### config.mk
export PLATFORM = sky130hd
export DESIGN_NAME = fcvt_f2i_pipe
export DESIGN_NICKNAME = d
export VERILOG_FILES = /design/src/rtl/fcvt_f2i_pipe.sv
export SDC_FILE = /design/constraint.sdc
export NUM_CORES = 1
export LEC_CHECK = 0
export ABC_AREA = 1
export CAP_MARGIN = 20
export CORE_MARGIN = 8
export CORE_UTILIZATION = 30
export CTS_CLUSTER_SIZE = 24
export DETAILED_ROUTE_END_ITERATION = 16
export HOLD_SLACK_MARGIN = 0.03
export PLACE_DENSITY = 0.5
export SETUP_SLACK_MARGIN = 0.2
export SLEW_MARGIN = 5
export SYNTH_ARGS = -nofsm -noshare
export SYNTH_HDL_FRONTEND = slang
export SYNTH_SLANG_ARGS = --single-unit
### constraint.sdc
create_clock -name clk -period 11.2 [get_ports clk]
set_input_delay 2.24 -clock clk [delete_from_list [all_inputs] [get_ports clk]]
set_output_delay 2.24 -clock clk [all_outputs]
set_load 0.01 [all_outputs]
### src/rtl/fcvt_f2i_pipe.sv
`default_nettype none
// =============================================================================
// fcvt_f2i_pipe : pipelined float32 -> int32/uint32 converter (fcvt.w[u].s)
// Revision      : 1.0
// =============================================================================
module fcvt_f2i_pipe #(
    parameter int LATENCY = 2,
    parameter int TAG_W   = 5
) (
    input  logic             clk,
    input  logic             rstn,
    input  logic             in_valid,
    output logic             in_ready,
    input  logic [31:0]      in_x,
    input  logic             in_unsigned,
    input  logic [2:0]       in_rm,
    input  logic [TAG_W-1:0] in_tag,
    output logic             out_valid,
    input  logic             out_ready,
    output logic [31:0]      out_y,
    output logic             out_nv,
    output logic             out_nx,
    output logic [TAG_W-1:0] out_tag
);
    localparam int         NRES    = (LATENCY > 1) ? LATENCY - 1 : 1;
    localparam logic [2:0] c_RNE   = 3'd0;
    localparam logic [2:0] c_RDN   = 3'd2;
    localparam logic [2:0] c_RUP   = 3'd3;
    localparam logic [2:0] c_RMM   = 3'd4;

    typedef struct packed {
        logic             sign;
        logic             nan;
        logic             big;
        logic             uns;
        logic [2:0]       rm;
        logic [31:0]      ipart;
        logic             g;
        logic             s;
        logic [TAG_W-1:0] tag;
    } sh_t;

    typedef struct packed {
        logic [31:0]      y;
        logic             nv;
        logic             nx;
        logic [TAG_W-1:0] tag;
    } res_t;

    logic        w_adv;
    logic [7:0]  w_exp;
    logic [23:0] w_mant;
    logic [7:0]  w_eunb;
    logic [54:0] w_wide;
    sh_t         w_sh;
    sh_t         w_rin;
    logic        w_rvld;
    logic        w_up;
    logic        w_inx;
    logic [32:0] w_mag;
    res_t        w_res;

    res_t             res_q [NRES];
    logic [NRES-1:0]  vld_q;

    assign w_adv    = !out_valid || out_ready;
    assign in_ready = w_adv;

    // Align the significand so the binary point sits between bits 23 and 22.
    assign w_exp  = in_x[30:23];
    assign w_mant = {(w_exp != 8'd0), in_x[22:0]};
    assign w_eunb = w_exp - 8'd127;
    assign w_wide = {31'd0, w_mant} << w_eunb;

    always_comb begin
        w_sh      = '0;
        w_sh.sign = in_x[31];
        w_sh.nan  = (w_exp == 8'hFF) && (in_x[22:0] != 23'd0);
        w_sh.big  = (w_exp >= 8'd159);
        w_sh.uns  = in_unsigned;
        w_sh.rm   = in_rm;
        w_sh.tag  = in_tag;
        if ((w_exp >= 8'd127) && !w_sh.big) begin
            w_sh.ipart = w_wide[54:23];
            w_sh.g     = w_wide[22];
            w_sh.s     = |w_wide[21:0];
        end else if (w_exp == 8'd126) begin
            w_sh.g = w_mant[23];
            w_sh.s = |w_mant[22:0];
        end else if (w_exp < 8'd126) begin
            w_sh.s = |w_mant;
        end
    end

    generate
        if (LATENCY > 1) begin : g_split
            sh_t  sh_q;
            logic sh_vld_q;
            always_ff @(posedge clk) begin
                if (!rstn) begin
                    sh_q     <= '0;
                    sh_vld_q <= 1'b0;
                end else if (w_adv) begin
                    sh_q     <= w_sh;
                    sh_vld_q <= in_valid;
                end
            end
            assign w_rin  = sh_q;
            assign w_rvld = sh_vld_q;
        end else begin : g_comb
            assign w_rin  = w_sh;
            assign w_rvld = in_valid;
        end
    endgenerate

    always_comb begin
        w_res = '0;
        w_up  = 1'b0;
        w_inx = w_rin.g | w_rin.s;
        case (w_rin.rm)
            c_RNE:   w_up = w_rin.g & (w_rin.s | w_rin.ipart[0]);
            c_RDN:   w_up = w_rin.sign & w_inx;
            c_RUP:   w_up = ~w_rin.sign & w_inx;
            c_RMM:   w_up = w_rin.g;
            default: w_up = 1'b0;
        endcase
        w_mag     = {1'b0, w_rin.ipart} + {32'd0, w_up};
        w_res.tag = w_rin.tag;
        if (w_rin.nan) begin
            w_res.y  = w_rin.uns ? 32'hFFFF_FFFF : 32'h7FFF_FFFF;
            w_res.nv = 1'b1;
        end else if (w_rin.big) begin
            w_res.nv = 1'b1;
            if (w_rin.sign) w_res.y = w_rin.uns ? 32'h0000_0000 : 32'h8000_0000;
            else            w_res.y = w_rin.uns ? 32'hFFFF_FFFF : 32'h7FFF_FFFF;
        end else if (w_rin.uns) begin
            // Negative inputs that round to zero are merely inexact.
            if (w_rin.sign) begin
                if (w_mag == 33'd0) w_res.nx = w_inx;
                else                w_res.nv = 1'b1;
            end else if (w_mag[32]) begin
                w_res.y  = 32'hFFFF_FFFF;
                w_res.nv = 1'b1;
            end else begin
                w_res.y  = w_mag[31:0];
                w_res.nx = w_inx;
            end
        end else begin
            if (w_rin.sign) begin
                if (w_mag > 33'h0_8000_0000) begin
                    w_res.y  = 32'h8000_0000;
                    w_res.nv = 1'b1;
                end else begin
                    w_res.y  = 32'd0 - w_mag[31:0];
                    w_res.nx = w_inx;
                end
            end else if (w_mag > 33'h0_7FFF_FFFF) begin
                w_res.y  = 32'h7FFF_FFFF;
                w_res.nv = 1'b1;
            end else begin
                w_res.y  = w_mag[31:0];
                w_res.nx = w_inx;
            end
        end
        if (!w_rvld) w_res = '0;
    end

    always_ff @(posedge clk) begin
        if (!rstn) begin
            for (int k = 0; k < NRES; k++) res_q[k] <= '0;
            vld_q <= '0;
        end else if (w_adv) begin
            res_q[0] <= w_res;
            vld_q[0] <= w_rvld;
            for (int k = 1; k < NRES; k++) begin
                res_q[k] <= res_q[k-1];
                vld_q[k] <= vld_q[k-1];
            end
        end
    end

    assign out_valid = vld_q[NRES-1];
    assign out_y     = res_q[NRES-1].y;
    assign out_nv    = res_q[NRES-1].nv;
    assign out_nx    = res_q[NRES-1].nx;
    assign out_tag   = res_q[NRES-1].tag;

endmodule
`default_nettype wire

-- Word level (Yosys, flattened, before mapping)
Memory sizes are Yosys's and may differ from the RTL's.
Index checks and enable logic that the tools add are counted.
- register bits: 48
- memory bits (writable): 39
- bits of input ports: 45
- output and inout bits: 41
- logic and storage cells: 80
- memories: 1
- $add $sub $neg: 3
- order comparisons: 5
- eq/ne operators: 5
- shifts and indexed selects: 1
- mux-type cells: 35
- bitwise operators: 6
- reduce and logical (&&, ||, !) cells: 13
- memories (name ; words ; width ; read ports ; clocked after Yosys merged registers in ; wr ports ; line ; text):
    res_q ; 1 ; 39 ; 1 ; 0 ; 1 ; 63 ; res_t res_q [NRES];
- operators with widths (cell ; number):
    $mux W32 ; 8
    $mux W39 ; 2
    $mux W34 ; 2
    $mux W33 ; 2
    $shl A24 B8 Y55 ; 1
    $reduce_or A39 Y1 ; 1
    $add A32 B1 Y33 ; 1
    $gt A33 B31 Y1 const B ; 1
    $gt A33 B32 Y1 const B ; 1
    $logic_not A33 Y1 ; 1
    $sub A1 B32 Y32 const A ; 1
    $reduce_or A24 Y1 ; 1
    $reduce_bool A23 Y1 ; 1
    $reduce_or A23 Y1 ; 1
    $reduce_or A22 Y1 ; 1
    $mux W1 ; 18
    $eq A8 B7 Y1 const B ; 1
    $eq A8 B8 Y1 const B ; 1
    $ge A8 B7 Y1 const B ; 1
    $ge A8 B8 Y1 const B ; 1
    $lt A8 B7 Y1 const B ; 1
    $reduce_bool A8 Y1 ; 1
    $sub A8 B7 Y8 const B ; 1
    $eq A3 B2 Y1 const B ; 2
    other kinds (10) ; 16

-- Depth between registers and ports, before layout
Gate-level depths: netlist of the first run.
- depth after elaboration: 12
- gate-level depth with buffers: 29
- gate-level depth less buffers: 27

-- Least setup slack after synthesis of the first run
No wires, ideal clock.
- path type: input to output
- from: input out_ready
- to: output in_ready
- arrival: 2.657 ns
- required time: 8.960 ns
- setup slack: 6.303 ns
- cell stages on the path: 2
- buffers on the path: 0
- cell sequence: nor2_1 -> inv_1
- cells in the longest elaborated chain, start to end: 1
- ends and longest elaborated chain (element ; line ; text):
    start: declaration ; 19 ; input logic out_ready,
    $logic_or A1 B1 Y1 ; 66 ; assign w_adv = !out_valid || out_ready;
    end: declaration ; 13 ; output logic in_ready,
Every way passes these cells.

-- Worst setup path in the final report of the first run
Ends and elaborated chain as after synthesis.

==> results of run 1 <==
area by class of cell:
type | instances | area, um2
Multi-Input combinational cell | 1219 | 5750
Tap cell | 384 | 480
Clock inverter | 7 | 78.8
Timing Repair Buffer | 100 | 1010
Fill cell | 3251 | 18400
Sequential cell | 87 | 2130
Inverter | 126 | 473
Clock buffer | 9 | 225
how the worst max path moves through the flow:
| stage | start | to | slack [ns] |
|---|---|---|---|
| 6_report | out_ready | in_ready | 5.31 |
| 5_1_grt | in_x[23] | g_split.sh_q[5] | 5.10 |
| 2_1_floorplan | out_ready | in_ready | 6.30 |
| 3_5_place_dp | in_x[23] | g_split.sh_q[14] | 5.15 |
| 3_3_place_gp | in_x[23] | g_split.sh_q[14] | 5.10 |
| 4_1_cts | out_ready | in_ready | 5.30 |
critical path, cell delays in order:
cell and delay [ns]:
clkdlybuf4s50_1 0.40, nor2_1 0.28, inv_1 0.21, clkdlybuf4s50_1 0.52
where the power goes:
| part | leakage, nW | total [mW] | internal (mW) | switching, mW |
|---|---|---|---|---|
| logic | 3.53 | 0.328 | 0.113 | 0.216 |
| registers | 0.862 | 0.352 | 0.344 | 0.00779 |
| clock network | 0.151 | 0.328 | 0.177 | 0.151 |
| total | 4.55 | 1.01 | 0.633 | 0.375 |
stage by stage:
stage | instance area [um2] | std cells | hold slack, ns | setup slack, ns | power, mW
floorplan | 8660 | 1507 | 0.451 | 6.30 | 0.582
global placement | 9770 | 1913 | 0.466 | 5.10 | 0.684
detailed placement | 9800 | 1914 | 0.467 | 5.15 | 0.684
CTS | 10100 | 1930 | 0.484 | 5.30 | 1.01
global route | 10100 | 1932 | 0.522 | 5.10 | 1.07
finish | 10100 | 1932 | 0.482 | 5.31 | 1.01
per-layer routing:
| metal | up-vias | global-route usage, % | part of all wire, % |
|---|---|---|---|
| met4 | 0 | 5.27 | 2.3 |
| met1 | 4564 | 24.8 | 47 |
| met2 | 254 | 30.2 | 46 |
| met3 | 35 | 2.56 | 4.7 |
| met5 | - | 0 | 0 |
| li1 | 5108 | - | - |
logic make-up after synthesis:
family / after synthesis / share of synthesized area, %
AND/OR/NAND/NOR: 991 / 51.3
AO/OA/AOI/OAI: 213 / 13.2
buffers and inverters: 201 / 9.06
flip-flops: 87 / 24.6
XOR/XNOR: 8 / 0.809
adder cells (fa/ha/maj): 7 / 1.01
registers in the layout (all words and copies together) (netlist names):
signal	flops
res_q	39
g_split.sh_q	46
out_valid	1
g_split.sh_vld_q	1
cell usage in the layout, fill, tap and decap left out, types with 2 or more instances in the layout:
master,netlist,routed
a211o_1,4,4
a21oi_1,64,63
a21oi_2,1,2
a22o_1,2,2
a31oi_1,6,6
buf_16,0,2
buf_4,0,12
clkbuf_16,0,9
clkdlybuf4s50_1,0,85
clkinv_1,3,3
dfxtp_1,48,48
edfxtp_1,39,39
ha_1,7,7
inv_1,116,115
inv_2,7,8
inv_6,0,4
nand2_1,497,497
nand2_2,14,14
nand2_4,2,2
nand3_1,232,232
nand3_2,3,3
nand3_4,3,3
nand3b_1,2,2
nand4_1,53,53
nor2_1,133,132
nor2_2,13,14
nor2_4,8,8
nor2_8,2,2
nor3_1,18,18
nor4_1,5,5
o21ai_0,109,109
o21ai_1,5,5
o22ai_1,16,16
o31ai_1,2,2
or2_2,5,5
xor2_1,7,7
==> out/metrics.yaml, run 1 <==
ff2ff_path_depth: 24
cp-start-kind: "input port"
syn_avg_cell_area_um2: 5.75
yosysUniqueCellTypes: 41
fin_skew_ns: 0.0123
outcome: "completed"
max_freq_ghz: 0.170
p_per_area_nw_per_um2: 99.3
syn_nets: 1559
cts_resized: 0
synth_most_common_cell: "nand2_1"
postLayoutCoreUtil_pct: 35.5
peakVddDrop_mv: 0.0668
die_y_um: 186
cts_tree: "built"
drtIter0Drc: 784
crit_fanout: 7
clk_pin_slew_ns: 0.07
route.detailed.drc: 0
synthArstFlopShare_pct: 0
antennaDiodeCount: 0
ctsHtreeMaxLevel: 3
num_rows: 62
first_pass_iters: 5
min_to: "g_split.sh_q[0]"
rrSetupSlack_ns: 6.49
synth_top_area_cell: "nand2_1"
rsz0062_at_grt: "no"
grt.overflow.total: 0
holdBufCountCts: 0
cp.arrival_ns: 3.65
grt_pass1_wl_um: 50500
coreArea_um2: 28500
start_util_pct: 30.3
static-leakage-power_nw: 4.55
cp-end-kind: "primary output"
grt_usage_pct: 18.4
fin_nets: 1595
final_max_slew_viol_count: 0
fin_setup_tns_ns: 0
yosys.area.top_type_share_pct: 21.5
ys_ff_latch: 87
final_antenna_net_count: 0
place_congestion: 0.888
synth-seq-area-share_pct: 24.6
postCtsSetupBuffers: 0
ys_warn_count: 0
cts_buffers: 9
min-delay-start: "g_split.sh_q[0]"
yosys-top-cells-count: "497 x nand2_1, 232 x nand3_1, 133 x nor2_1"
worst_r2r_endpoint: "res_q[0][37]"
wl_um: 31400
clk_latency_ns: 0.36
postSynthCellCount: 1507
dr_total_vias: 9961
vias_per_cell: 5.16
hold_class: "reg -> reg"
hold_viol_final: 0
netlist_area_um2: 8660
grt_max_degree: 46
hold_depth: 2
rr_startpoint: "g_split.sh_q[45]"
synth_edf_count: 39
grt_pass1_vias: 9273
wl_per_cell_um: 16.2
setup_viol_count_final: 0
drive_above_1_share_pct: 6.07
cts.sinks: 87
synth.area.top_cells: "nand2_1 22%, edfxtp_1 14%, nand3_1 13%, dfxtp_1 11%, o21ai_0 6.3%"
cts_root_buffer: "clkbuf_16"
io_pins: 86
port_buffers: 85
timing.max_cap.violations: 0
path_class: "in -> out"
dieArea_um2: 34600
ys.flop_type: "dfxtp_1"
finalCritPeriodShare_pct: 52.6
worstMarginPinSlew_ns: 1.03
place_hpwl_um: 24800
slew_headroom_pct: 30.4
area_growth_pct: 17.2
cts_buffer_depth: 2
die_w_um: 186
antenna_found_initial: 0
period_minus_slack_ns: 5.89
worstPathRequired_ns: 8.96
Power figures use the tool's default switching activity.
==> run 2: changes to the inputs <==
--- a/config.mk
+++ b/config.mk
@@ -12,7 +12,7 @@
 export CTS_CLUSTER_SIZE = 24
 export DETAILED_ROUTE_END_ITERATION = 16
 export HOLD_SLACK_MARGIN = 0.03
-export PLACE_DENSITY = 0.5
+export PLACE_DENSITY = 0.52
 export SETUP_SLACK_MARGIN = 0.2
 export SLEW_MARGIN = 5
 export SYNTH_ARGS = -nofsm -noshare
==> constraint.sdc (replaced) <==
create_clock -name clk -period 4.7 [get_ports clk]
set_input_delay 0.94 -clock clk [delete_from_list [all_inputs] [get_ports clk]]
set_output_delay 0.94 -clock clk [all_outputs]
set_load 0.01 [all_outputs]
==> run 2 against run 1 <==
Non-clock buffer count rose by 14. Combinational power rose by 140%. Hold slack got worse by 0.0019 ns. Sequential power rose by 140%. Sequential cell count unchanged. Clock skew rose by 0.0040 ns. Largest cell class unchanged.
==> out/metrics.yaml, run 2 (synthesized netlist as in run 1, its figures left out) <==
outcome: "completed"
slew_headroom_pct: 28.9  # -1.5 points
hold_viol_final: 0  # unchanged
io_pins: 86  # unchanged
dr_wl_met3_um: 1270  # -14%
fin_cells: 1946  # +0.72%
holdBufCountCts: 0  # unchanged
crit_fanout: 20  # +13
start_util_pct: 30.3  # unchanged
rsz0062_at_grt: "no"
finalCritPeriodShare_pct: 84.4
cts_buffers: 9  # unchanged
fin_setup_tns_ns: 0  # unchanged
cts_root_buffer: "clkbuf_16"
cts.sinks: 87  # unchanged
antenna_found_initial: 0  # unchanged
dieArea_um2: 34600  # unchanged
grt.overflow.total: 0  # unchanged
grt_usage_pct: 18.4  # -0.021 points
worstPathRequired_ns: 4.81  # -4.15 ns
cp.arrival_ns: 4.08  # +0.43 ns
place_ws_ns: 0.465  # -4.68 ns
dr_total_vias: 9998  # +0.37%
met1_length_um: 14400  # -2.2%
highest_layer: "met4"
whs_ns: 0.480  # -0.00194 ns
period_minus_slack_ns: 3.97
wl_per_cell_um: 16.2  # -0.18%
setup_viol_count_final: 0  # unchanged
final_max_slew_viol_count: 0  # unchanged
drive_above_1_share_pct: 6.91  # +0.84 points
final.setup.worst_slack_ns: 0.731  # -4.58 ns
grt_pass1_wl_um: 51300  # +1.5%
largestRegisters: "g_split.sh_q (46), res_q (39)"
p_per_area_nw_per_um2: 231  # +130%
peakVddDrop_mv: 0.164  # +150%
area_growth_pct: 18.0
static-leakage-power_nw: 4.60  # +1.0%
dp_cells: 1929  # +0.78%
cp-end-kind: "flip-flop"
final_cell_mix: "497 x nand2_1, 232 x nand3_1, 132 x nor2_1"
grt_pass1_vias: 9692  # +4.5%
coreArea_um2: 28500  # unchanged
worstMarginPinSlew_ns: 1.07  # +0.0306 ns
cts_buffer_depth: 2  # unchanged
place_congestion: 0.970  # +9.2%
postCtsSetupBuffers: 0  # unchanged
fin_skew_ns: 0.0163  # +0.00403 ns
cts_tree: "built"
clk_pin_slew_ns: 0.08  # about the same
largest_reg_flops: 46  # unchanged
clk_latency_ns: 0.36  # about the same
path_class: "reg -> reg"
cp-start-kind: "flip-flop"
drtIter0Drc: 884  # +13%
die_w_um: 186  # unchanged
route.detailed.drc: 0  # unchanged
num_rows: 62  # unchanged
first_pass_iters: 5  # unchanged
hold_class: "reg -> reg"
grt_max_degree: 50  # +8.7%
ctsHtreeMaxLevel: 3  # unchanged
die_y_um: 186  # unchanged
max_freq_ghz: 0.252
layout_commonest_cell: "nand2_1"
wl_um: 31500  # +0.54%
vias_per_cell: 5.14  # -0.35%
final_antenna_net_count: 0  # unchanged
timing.max_cap.violations: 0  # unchanged
cts_resized: 0  # unchanged
place_hpwl_um: 25500  # +2.5%
fin_nets: 1609  # +0.88%
regMostFlops: "g_split.sh_q"
rrSetupSlack_ns: 0.73  # -5.76 ns
postLayoutCoreUtil_pct: 35.8  # +0.25 points
port_buffers: 85  # unchanged
antennaDiodeCount: 0  # unchanged
dr_wl_met2_um: 15300  # +5.4%
[run 2: final timing paths]
check	start	end	cells past startpoint
max reg2reg	g_split.sh_q[6]	res_q[0][38]	23
min	g_split.sh_q[4]	g_split.sh_q[4]	2
max	g_split.sh_q[6]	res_q[0][38]	23
min reg2reg	g_split.sh_q[4]	g_split.sh_q[4]	2
[run 2: through the flow]
step                      instance area (um2)  total power, mW
after floorplan                          8660             1.39
after global placement                   9890             1.65
after detailed placement                 9890             1.64
after CTS                               10200             2.38
after global routing                    10200             2.53
final                                   10200             2.36
[run 2: per-layer routing]
metal | track usage (%) | vias to the layer above
li1 | - | 5116
met1 | 23.2 | 4571
met2 | 32.3 | 275
met3 | 2.40 | 36
met4 | 4.99 | 0
met5 | 0 | -
[run 2: cell type report]
class,instances,area (um2)
Tap cell,384,480
Fill cell,3272,18300
Clock inverter,7,72.6
Clock buffer,9,225
Timing Repair Buffer,114,1090
Inverter,126,473
Sequential cell,87,2130
Multi-Input combinational cell,1219,5750
[run 2: worst max-delay path: stages (launching register included)]
cell	delay [ns]
dfxtp_1	0.36
nor2_1	0.07
nor3_1	0.13
nand3_1	0.08
o21ai_0	0.15
ha_1	0.42
ha_1	0.35
inv_1	0.10
ha_1	0.14
inv_1	0.05
nor2_2	0.14
nand2_1	0.10
nor2_4	0.13
nand3_4	0.11
nor2_4	0.18
nand3_4	0.12
nor2_4	0.15
nand2_2	0.09
nand2_2	0.33
nand2_1	0.12
o21ai_1	0.13
nand2_1	0.06
o21ai_1	0.10
a21oi_1	0.08
[run 2: report_power, final]
part	total (mW)	internal (mW)	leakage, nW	switching (mW)
registers	0.839	0.820	0.862	0.0192
logic	0.797	0.278	3.59	0.519
clock network	0.728	0.376	0.143	0.352
total	2.36	1.47	4.60	0.891
==> run 3: changes to the inputs <==
--- a/config.mk
+++ b/config.mk
@@ -12,7 +12,7 @@
 export CTS_CLUSTER_SIZE = 24
 export DETAILED_ROUTE_END_ITERATION = 16
 export HOLD_SLACK_MARGIN = 0.03
-export PLACE_DENSITY = 0.52
+export PLACE_DENSITY = 0.5
 export SETUP_SLACK_MARGIN = 0.2
 export SLEW_MARGIN = 5
 export SYNTH_ARGS = -nofsm -noshare
==> constraint.sdc (replaced) <==
create_clock -name clk -period 4.1 [get_ports clk]
set_input_delay 0.82 -clock clk [delete_from_list [all_inputs] [get_ports clk]]
set_output_delay 0.82 -clock clk [all_outputs]
set_load 0.01 [all_outputs]
==> run 3 against run 2 <==
Global-route usage up 0.20 points. Critical path depth down 1. Die area unchanged. Clock skew about the same. Clock power up 18%. Critical endpoint is now res_q[0][20]. Highest routed layer unchanged.
==> out/metrics.yaml, run 3 (synthesized netlist as in run 1, its figures left out) <==
ctsHtreeMaxLevel: 3  # unchanged
power.total_mw: 2.76  # +17%
power.share.sequential_pct: 34.8  # -0.7 points
rr_startpoint: "g_split.sh_q[40]"
cp-start-kind: "flip-flop"
rsz0062_at_grt: "yes"
finalCritPeriodShare_pct: 89.7  # +5.3 points
regMostFlops: "g_split.sh_q"
drtIter0Drc: 809  # -8.5%
path_class: "reg -> reg"
cts_buffer_depth: 2  # unchanged
peakVddDrop_mv: 0.167  # +1.7%
antenna_found_initial: 0  # unchanged
start_util_pct: 30.3  # unchanged
p_per_area_nw_per_um2: 264  # +14%
period_minus_slack_ns: 3.68  # -0.291 ns
antennaDiodeCount: 0  # unchanged
min-delay-start: "g_split.sh_q[0]"
cts_tree: "built"
route.detailed.drc: 0  # unchanged
dieArea_um2: 34600  # unchanged
fin_skew_ns: 0.0168  # +0.000447 ns
die_y_um: 186  # unchanged
port_buffers: 85  # unchanged
clk_pin_slew_ns: 0.08  # about the same
wl_per_cell_um: 16.4  # +1.3%
cts_buffers: 9  # unchanged
cts_root_buffer: "clkbuf_16"
crit_fanout: 5  # -75%
p_comb_share_pct: 34.2  # +0.5 points
max_freq_ghz: 0.272  # +7.9%
critical_path.max_stage_delay_ns: 0.31  # -0.11 ns
fin_setup_tns_ns: 0  # unchanged
die_w_um: 186  # unchanged
area_growth_pct: 21.2
wl_um: 32300  # +2.4%
place_hpwl_um: 25200  # -1.2%
grt_pass1_wl_um: 51600  # +0.62%
hold_class: "reg -> reg"
largest_reg_flops: 46  # unchanged
worstMarginPinSlew_ns: 1.01  # -0.0515 ns
worstPathRequired_ns: 4.31  # -0.50 ns
outcome: "completed"
hold_viol_final: 0  # unchanged
vias_per_cell: 5.21  # +1.5%
slew_headroom_pct: 32.3  # +3.4 points
first_pass_iters: 5  # unchanged
fillCellCount: 3220  # -1.6%
p_switching_mw: 1.06  # +19%
critPathTopFamily: "simple AND/OR/NAND/NOR gates"
holdBufCountCts: 0  # unchanged
clk_latency_ns: 0.36  # about the same
grt.overflow.total: 0  # unchanged
cp.arrival_ns: 3.89  # -0.19 ns
cp-startpoint: "g_split.sh_q[40]"
internal-power_mw: 1.71  # +16%
cts.sinks: 87  # unchanged
largestRegisters: "g_split.sh_q (46), res_q (39)"
cpMostUsedCell: "nand2_1"
place_congestion: 0.908  # -6.4%
final_cell_mix: "492 x nand2_1, 230 x nand3_1, 128 x nor2_1"
grt_max_degree: 81  # +62%
num_rows: 62  # unchanged
clockPowerShare_pct: 31.0  # +0.2 points
power.share.switching_pct: 38.2  # +0.51 points
grt_usage_pct: 18.6  # +0.20 points
timing.max_cap.violations: 0  # unchanged
final_max_slew_viol_count: 0  # unchanged
static-leakage-power_nw: 4.71  # +2.5%
layout_commonest_cell: "nand2_1"
rrSetupSlack_ns: 0.42  # -0.31 ns
fin_nets: 1629  # +1.2%
drive_above_1_share_pct: 9.54  # +2.6 points
crit_path_top_delay_cell: "dfxtp_1"
dr_total_vias: 10300  # +2.5%
cp-end-kind: "flip-flop"
cp_num_buf_inv: 2  # unchanged
setup_viol_count_final: 0  # unchanged
final_antenna_net_count: 0  # unchanged
path_cells: "inv_1 > nor3_2 > nand3_1 > o21ai_1 > ha_2 > ha_4 > nand3_1 > nor2_4 > nand2_1 > inv_1 > nand3_1 > nand2_1 > nand4_1 > nor2_2 > nand2_4 > a21oi_4 > nand2_1 > nand3_1 > nand2_1 > nand2_1 > nand2_1 > a21oi_2"
io_pins: 86  # unchanged
grt_pass1_vias: 9676  # -0.17%
coreArea_um2: 28500  # unchanged
run 3: cell count changes in the layout (fill, tap and decap cells not counted), moves of 4 or more:
| cell | previous run | this run |
|---|---|---|
| inv_1 | 115 | 110 |
| nor2_4 | 8 | 13 |
| nand2_1 | 497 | 492 |
| inv_2 | 8 | 13 |
| nand2_4 | 2 | 6 |
| buf_4 | 28 | 46 |
| nor2_1 | 132 | 128 |
run 3: final cells by class:
class	count	area (um2)	area share, %
clock buffer	9	225	2.15
tap	384	480	4.58
sequential	87	2130	20.3
clock inverter	7	73.8	0.704
inverter	126	473	4.51
multi-input combinational	1221	5890	56.2
timing repair buffer	132	1220	11.6
run 3: worst reg2reg max path, stage by stage, from the launching register on:
cell	delay, ns
dfxtp_1	0.31
inv_1	0.06
nor3_2	0.17
nand3_1	0.09
o21ai_1	0.12
ha_2	0.29
ha_4	0.18
nand3_1	0.16
nor2_4	0.25
nand2_1	0.13
inv_1	0.11
nand3_1	0.08
nand2_1	0.20
nand4_1	0.18
nor2_2	0.19
nand2_4	0.14
a21oi_4	0.29
nand2_1	0.10
nand3_1	0.09
nand2_1	0.05
nand2_1	0.13
nand2_1	0.07
a21oi_2	0.15
run 3: worst paths after layout:
check                    end  depth (start not counted)
max             res_q[0][20]                         22
min          g_split.sh_q[0]                          2
min reg2reg  g_split.sh_q[0]                          2
max reg2reg     res_q[0][20]                         22
run 3: per-layer routing:
layer,global-route usage [%],wire (um)
met2,30.8,15000
met5,0,0
met1,25.0,15300
met4,6.13,917
met3,1.72,1140
run 3: per-stage QoR:
step | utilization [%] | hold slack, ns | instance area [um2] | setup slack, ns | cells
3_5_place_dp | 35.0 | 0.475 | 9990 | 0.210 | 1941
2_1_floorplan | - | 0.451 | 8660 | 0.344 | 1507
3_3_place_gp | 35.0 | 0.469 | 9990 | 0.240 | 1941
4_1_cts | 36.1 | 0.490 | 10300 | 0.222 | 1957
6_report | 36.8 | 0.485 | 10500 | 0.422 | 1966
5_1_grt | 36.8 | 0.521 | 10500 | 0.135 | 1966
run 3: power by group through the flow:
stage / clock network (mW) / logic (mW) / registers, mW
floorplan: 0 / 0.603 / 0.988
global placement: 0 / 0.919 / 0.982
detailed placement: 0 / 0.914 / 0.982
CTS: 0.873 / 0.918 / 0.962
global route: 0.900 / 1.06 / 0.968
finish: 0.857 / 0.946 / 0.962
run 3: timing repair:
item / 4_1_cts / 5_1_grt
pin swaps: 0 / 14
setup buffers: 0 / 7
gates cloned: 0 / 2
endpoints found under the setup margin: 1 / 34
hold endpoints to repair: 0 / 0
gates resized for setup: 1 / 35
